## src/rtl/bt_ac_pkg.sv

```systemverilog
// ---------------------------------------------------------------
// bt_ac_pkg : shared widths and state encoding for ac_correlator
// Rev 1.0
// ---------------------------------------------------------------
`default_nettype none

package bt_ac_pkg;

  localparam int SYNC_W = 64;
  localparam int WCNT_W = 10;
  localparam int MCNT_W = 7;

  typedef enum logic [1:0] {
    ST_IDLE   = 2'd0,
    ST_FILL   = 2'd1,
    ST_SEARCH = 2'd2
  } ac_state_e;

endpackage

`default_nettype wire

```

## src/rtl/bt_popcnt64.sv

```systemverilog
// ---------------------------------------------------------------
// bt_popcnt64 : combinational population count of a 64-bit word
// Rev 1.0
// ---------------------------------------------------------------
`default_nettype none

module bt_popcnt64
  import bt_ac_pkg::*;
(
  input  logic [SYNC_W-1:0] data_i,
  output logic [MCNT_W-1:0] cnt_o
);

  always_comb begin
    cnt_o = '0;
    for (int i = 0; i < SYNC_W; i++) begin
      cnt_o = cnt_o + {{(MCNT_W-1){1'b0}}, data_i[i]};
    end
  end

endmodule

`default_nettype wire

```

## src/rtl/ac_correlator.sv

```systemverilog
// ---------------------------------------------------------------
// ac_correlator : sliding 64-bit access-code correlator with window
// Rev 1.0
// ---------------------------------------------------------------
`default_nettype none

module ac_correlator
  import bt_ac_pkg::*;
(
  input  logic              clk_6M,
  input  logic              rstz,
  input  logic [SYNC_W-1:0] regi_syncword,
  input  logic [5:0]        regi_correthreshold,
  input  logic [WCNT_W-1:0] regi_winlen,
  input  logic              search_start_p,
  input  logic              search_abort_p,
  input  logic              rxbit,
  input  logic              rxbit_valid_p,
  output logic              sync_p,
  output logic              timeout_p,
  output logic              busy,
  output logic [WCNT_W-1:0] sync_bitcnt,
  output logic [MCNT_W-1:0] match_cnt
);

  ac_state_e         state_q;
  logic [SYNC_W-1:0] shreg_q;
  logic [MCNT_W-1:0] fill_q;
  logic [WCNT_W-1:0] wcnt_q;
  logic [WCNT_W-1:0] wcnt_d;
  logic              eval_q;
  logic              wend_q;
  logic [MCNT_W-1:0] match_q;
  logic [WCNT_W-1:0] bitcnt_q;
  logic              sync_q;
  logic              tout_q;

  logic              w_strobe;
  logic              w_full;
  logic              w_wend;
  logic              w_hit;
  logic [MCNT_W-1:0] w_diff;
  logic [MCNT_W-1:0] w_match;

  bt_popcnt64 u_popcnt (
    .data_i (shreg_q ^ regi_syncword),
    .cnt_o  (w_diff)
  );

  assign w_match  = MCNT_W'(SYNC_W) - w_diff;
  assign w_hit    = (w_match >= {1'b0, regi_correthreshold});
  assign w_strobe = rxbit_valid_p && (state_q != ST_IDLE);
  assign wcnt_d   = (wcnt_q == '1) ? wcnt_q : wcnt_q + 1'b1;
  // The strobe that completes the fill already gets evaluated.
  assign w_full   = (state_q == ST_SEARCH) || (fill_q == MCNT_W'(SYNC_W - 1));
  assign w_wend   = (regi_winlen != '0) && (wcnt_d == regi_winlen);

  always_ff @(posedge clk_6M or posedge rstz) begin
    if (rstz) begin
      state_q  <= ST_IDLE;
      shreg_q  <= '0;
      fill_q   <= '0;
      wcnt_q   <= '0;
      eval_q   <= 1'b0;
      wend_q   <= 1'b0;
      match_q  <= '0;
      bitcnt_q <= '0;
      sync_q   <= 1'b0;
      tout_q   <= 1'b0;
    end else begin
      sync_q <= 1'b0;
      tout_q <= 1'b0;
      if (search_abort_p) begin
        state_q <= ST_IDLE;
        eval_q  <= 1'b0;
        wend_q  <= 1'b0;
      end else if (search_start_p) begin
        state_q  <= ST_FILL;
        shreg_q  <= '0;
        fill_q   <= '0;
        wcnt_q   <= '0;
        eval_q   <= 1'b0;
        wend_q   <= 1'b0;
        bitcnt_q <= '0;
      end else if (eval_q || wend_q) begin
        // Resolve the previous strobe; a hit overrides a coincident window end.
        eval_q <= 1'b0;
        wend_q <= 1'b0;
        if (eval_q) begin
          match_q <= w_match;
        end
        if (eval_q && w_hit) begin
          sync_q   <= 1'b1;
          bitcnt_q <= wcnt_q;
          state_q  <= ST_IDLE;
        end else if (wend_q) begin
          tout_q  <= 1'b1;
          state_q <= ST_IDLE;
        end
      end else if (w_strobe) begin
        shreg_q <= {rxbit, shreg_q[SYNC_W-1:1]};
        wcnt_q  <= wcnt_d;
        eval_q  <= w_full;
        wend_q  <= w_wend;
        if (state_q == ST_FILL) begin
          fill_q <= fill_q + 1'b1;
          if (w_full) begin
            state_q <= ST_SEARCH;
          end
        end
      end
    end
  end

  assign busy        = (state_q != ST_IDLE);
  assign sync_p      = sync_q;
  assign timeout_p   = tout_q;
  assign sync_bitcnt = bitcnt_q;
  assign match_cnt   = match_q;

endmodule

`default_nettype wire

```

## config.mk

```make
export PLATFORM = sky130hd
export DESIGN_NAME = ac_correlator
export DESIGN_NICKNAME = d
export VERILOG_FILES = /design/src/rtl/bt_ac_pkg.sv /design/src/rtl/bt_popcnt64.sv /design/src/rtl/ac_correlator.sv
export SDC_FILE = /design/constraint.sdc
export NUM_CORES = 1
export LEC_CHECK = 0
export BUFFER_PORTS_ARGS = -buffer_cell sky130_fd_sc_hd__buf_4
export CAP_MARGIN = 25
export CELL_PAD_IN_SITES_DETAIL_PLACEMENT = 1
export CELL_PAD_IN_SITES_GLOBAL_PLACEMENT = 1
export CORE_MARGIN = 4
export CORE_UTILIZATION = 45
export CTS_BUF_LIST = sky130_fd_sc_hd__clkbuf_2 sky130_fd_sc_hd__clkbuf_4 sky130_fd_sc_hd__clkbuf_8
export DETAILED_ROUTE_END_ITERATION = 6
export PLACE_DENSITY = 0.81
export SYNTH_ARGS = -nofsm -noshare
export SYNTH_HDL_FRONTEND = slang
export SYNTH_HIERARCHICAL = 1
export SYNTH_SLANG_ARGS = --single-unit
```

## constraint.sdc

```tcl
create_clock -name clk_6M -period 9.15 [get_ports clk_6M]
set_input_delay 1.3725 -clock clk_6M [delete_from_list [all_inputs] [get_ports clk_6M]]
set_output_delay 1.3725 -clock clk_6M [all_outputs]
set_load 0.01 [all_outputs]
```

==> flow_summary.toml <==
[outcome]
status = "completed"

[synth]
yosys_warnings = 6
synthArstFlopShare_pct = 100
syn_inst = 645
ys_ff_latch = 104
synth_top_area_cell = "dfrtp_1"
synth_ff_type = "dfrtp_1"
avgSynthCellArea_um2 = 10.7
synth_nets = 809
ys_types = 55
synthTopCellsByArea = "dfrtp_1, fa_1, xor2_1"
synth_edf_count = 0
yosys-top-cells-count = "dfrtp_1, inv_1, xor2_1"
synth_top_area_share_pct = 37.6
synth.most_common_cell = "dfrtp_1"
synthesis.area_mm2 = 0.00693
ys_seq_area_share_pct = 37.6

[global_routing]
grt_pass1_wl_mm = 30.5
grt_overflow = 0
grt_pass1_vias = 5921
track_usage_pct = 21.9
grt_max_degree = 77
antenna_found_initial = 0

[setup_path]
cp_common_cell = "fa_1"
rrSetupSlack_ns = 0.81
setup.worst_path.end_class = "flop"
crit_path_start = "regi_syncword[63]"
cp_max_fo = 8
cp-endpoint = "sync_bitcnt[1]"
required_ns = 9.45
slowest_stage = "fa_1"
r2r-start = "shreg_q[63]"
critPathArrivalTime_ns = 9.20
path_class = "in2reg"
start_kind = "input pin"
max_stage_delay_ns = 0.55
r2r_end = "sync_bitcnt[1]"
reg2reg_depth = 29

[layout]
instances_no_fill = 940
area_delta_synth_final_pct = 16.9
nets = 911
num-fill-cells = 1624
diodes = 0
drive_gt1_share_pct = 19.5

[timing]
setup_viol = 0
fin_setup_tns_ns = 0
min_period_ns = 8.90
max_slew.worst_pin.slew_ns = 0.802
holdWs_ns = 0.511
slew_headroom_pct = 46.5
timing.fmax_ghz = 0.112
slew_violations = 0
hold_viol = 0
setup_slack_ns = 0.247
layout_worst_path_cycle_share_pct = 97.3
clock_skew_ns = 0.0174

[floorplanning]
die_h_um = 132
initial_core_util_pct = 45.7
rows = 45
die_w_um = 132
die_area_mm2 = 0.0174
top_level_ports = 106
fp.coreArea_mm2 = 0.0151

[routing]
dr.pass1.iters = 4
drt-total-wl_mm = 18.6
drt_iter0_drc = 301
met1_length_mm = 8.25
wl_per_cell_um = 19.8
drc = 0
vias = 5215
ant_nets = 0
viasPerCell = 5.55
wl_met2_mm = 9.39
dr_wl_met3_um = 585
highest_layer = "met4"

[placement]
port_buffers = 105
dp_cells = 924
gp_congestion = 0.897
dpl.hpwl_mm = 14.6
pre_cts_ws_ns = -0.236

[clock_network]
clkLatencyLatePin_ns = 0.41
cts_htree_levels = 3
cts_tree = "yes"
ctsHoldBuffers = 0
clockRootBuffer = "clkbuf_8"
clk_pin_slew_ns = 0.11
cts_buffers = 9
cts.sinks = 104
clockBufferDepth = 2

[hold_path]
whs_path_depth = 1
hold_class = "reg2reg"

[flow_run]
max-cap-violations = 0
[per-layer routing]
| layer | GRT usage (%) | vias to the layer above |
|---|---|---|
| met5 | 0 | - |
| met4 | 7.64 | 0 |
| met3 | 3.36 | 29 |
| met2 | 37.5 | 115 |
| met1 | 28.5 | 2711 |
| li1 | - | 2360 |
[critical path: cells and delay by family]
kind	cells	cell delay, ns
adders and majority gates	11	4.92
AOI/OAI and AO/OA	6	1.27
buffers and inverters	7	0.50
xor gates and xnor gates	2	0.34
and+or+nand+nor	4	0.80
[stage by stage]
| step | util (%) | instance area [µm²] |
|---|---|---|
| 2_1_floorplan | - | 6930 |
| 3_3_place_gp | 52.2 | 7910 |
| 3_5_place_dp | 52.2 | 7910 |
| 4_1_cts | 53.4 | 8090 |
| 5_1_grt | 53.5 | 8100 |
| 6_report | 53.5 | 8100 |
[layout make-up]
| class | count | area, µm² | area share (%) |
|---|---|---|---|
| clock buffer | 9 | 124 | 1.53 |
| clock inverter | 7 | 52.6 | 0.649 |
| inverter | 102 | 385 | 4.76 |
| multi-input combinational | 417 | 3850 | 47.5 |
| sequential | 104 | 2600 | 32.1 |
| tap | 188 | 235 | 2.90 |
| timing repair buffer | 113 | 848 | 10.5 |
[cell usage in the layout (no fill, tap or decap), types with 2 or more instances in the layout]
cell type	n
buf_4	113
o311ai_0	4
o22ai_1	3
a21oi_1	15
and2_1	2
o21ai_1	7
and3_1	5
o31ai_1	3
o21bai_1	2
nand3_1	8
mux2_2	7
xor2_1	79
a31oi_1	5
o21ai_0	10
clkbuf_8	9
nor2_1	28
nor4_1	2
inv_6	3
fa_1	54
ha_1	24
a211oi_1	2
o21a_1	2
dfrtp_1	104
nand2b_1	2
a22o_1	69
nor2b_1	2
a21o_1	3
clkinv_2	2
nand2_1	27
nor3_1	8
xnor2_1	9
nand4_1	4
inv_1	101
mux2i_1	2
o2111ai_1	3
or3b_1	5
a31o_2	2
[what timing repair did]
action | 4_1_cts | 5_1_grt
gates resized for setup | 0 | 2
endpoints found under the setup margin | 0 | 10
setup buffers | 0 | 0
[registers in the layout, summed over array words and instances, names as in the netlist]
register,flops
match_cnt,7
timeout_p,1
shreg_q,64
sync_p,1
sync_bitcnt,10
wend_q,1
wcnt_q,10
fill_q,7
state_q,2
eval_q,1
[how the worst min path moves through the flow]
stage	startpoint	end	slack, ns
finish	sync_bitcnt[9]	sync_bitcnt[9]	0.51
CTS	sync_bitcnt[9]	sync_bitcnt[9]	0.51
detailed placement	sync_bitcnt[9]	sync_bitcnt[9]	0.48
global placement	match_cnt[0]	match_cnt[0]	0.47
global route	sync_bitcnt[9]	sync_bitcnt[9]	0.53
floorplan	fill_q[1]	fill_q[1]	0.48
[cells by family (layout without fill, tap and decap cells)]
family / after synthesis / count (layout) / share of synthesized area [%]
AOI/OAI and AO/OA: 140 / 140 / 15.5
xor gates and xnor gates: 88 / 88 / 11.1
adders and majority gates: 78 / 78 / 19.9
buffers and inverters: 124 / 231 / 7.15
DFF: 104 / 104 / 37.6
muxes: 9 / 9 / 1.43
and+or+nand+nor: 102 / 102 / 7.31
Power is not shown: default switching activity piles up to over one toggle a cycle in this logic, so the estimate is an artifact.
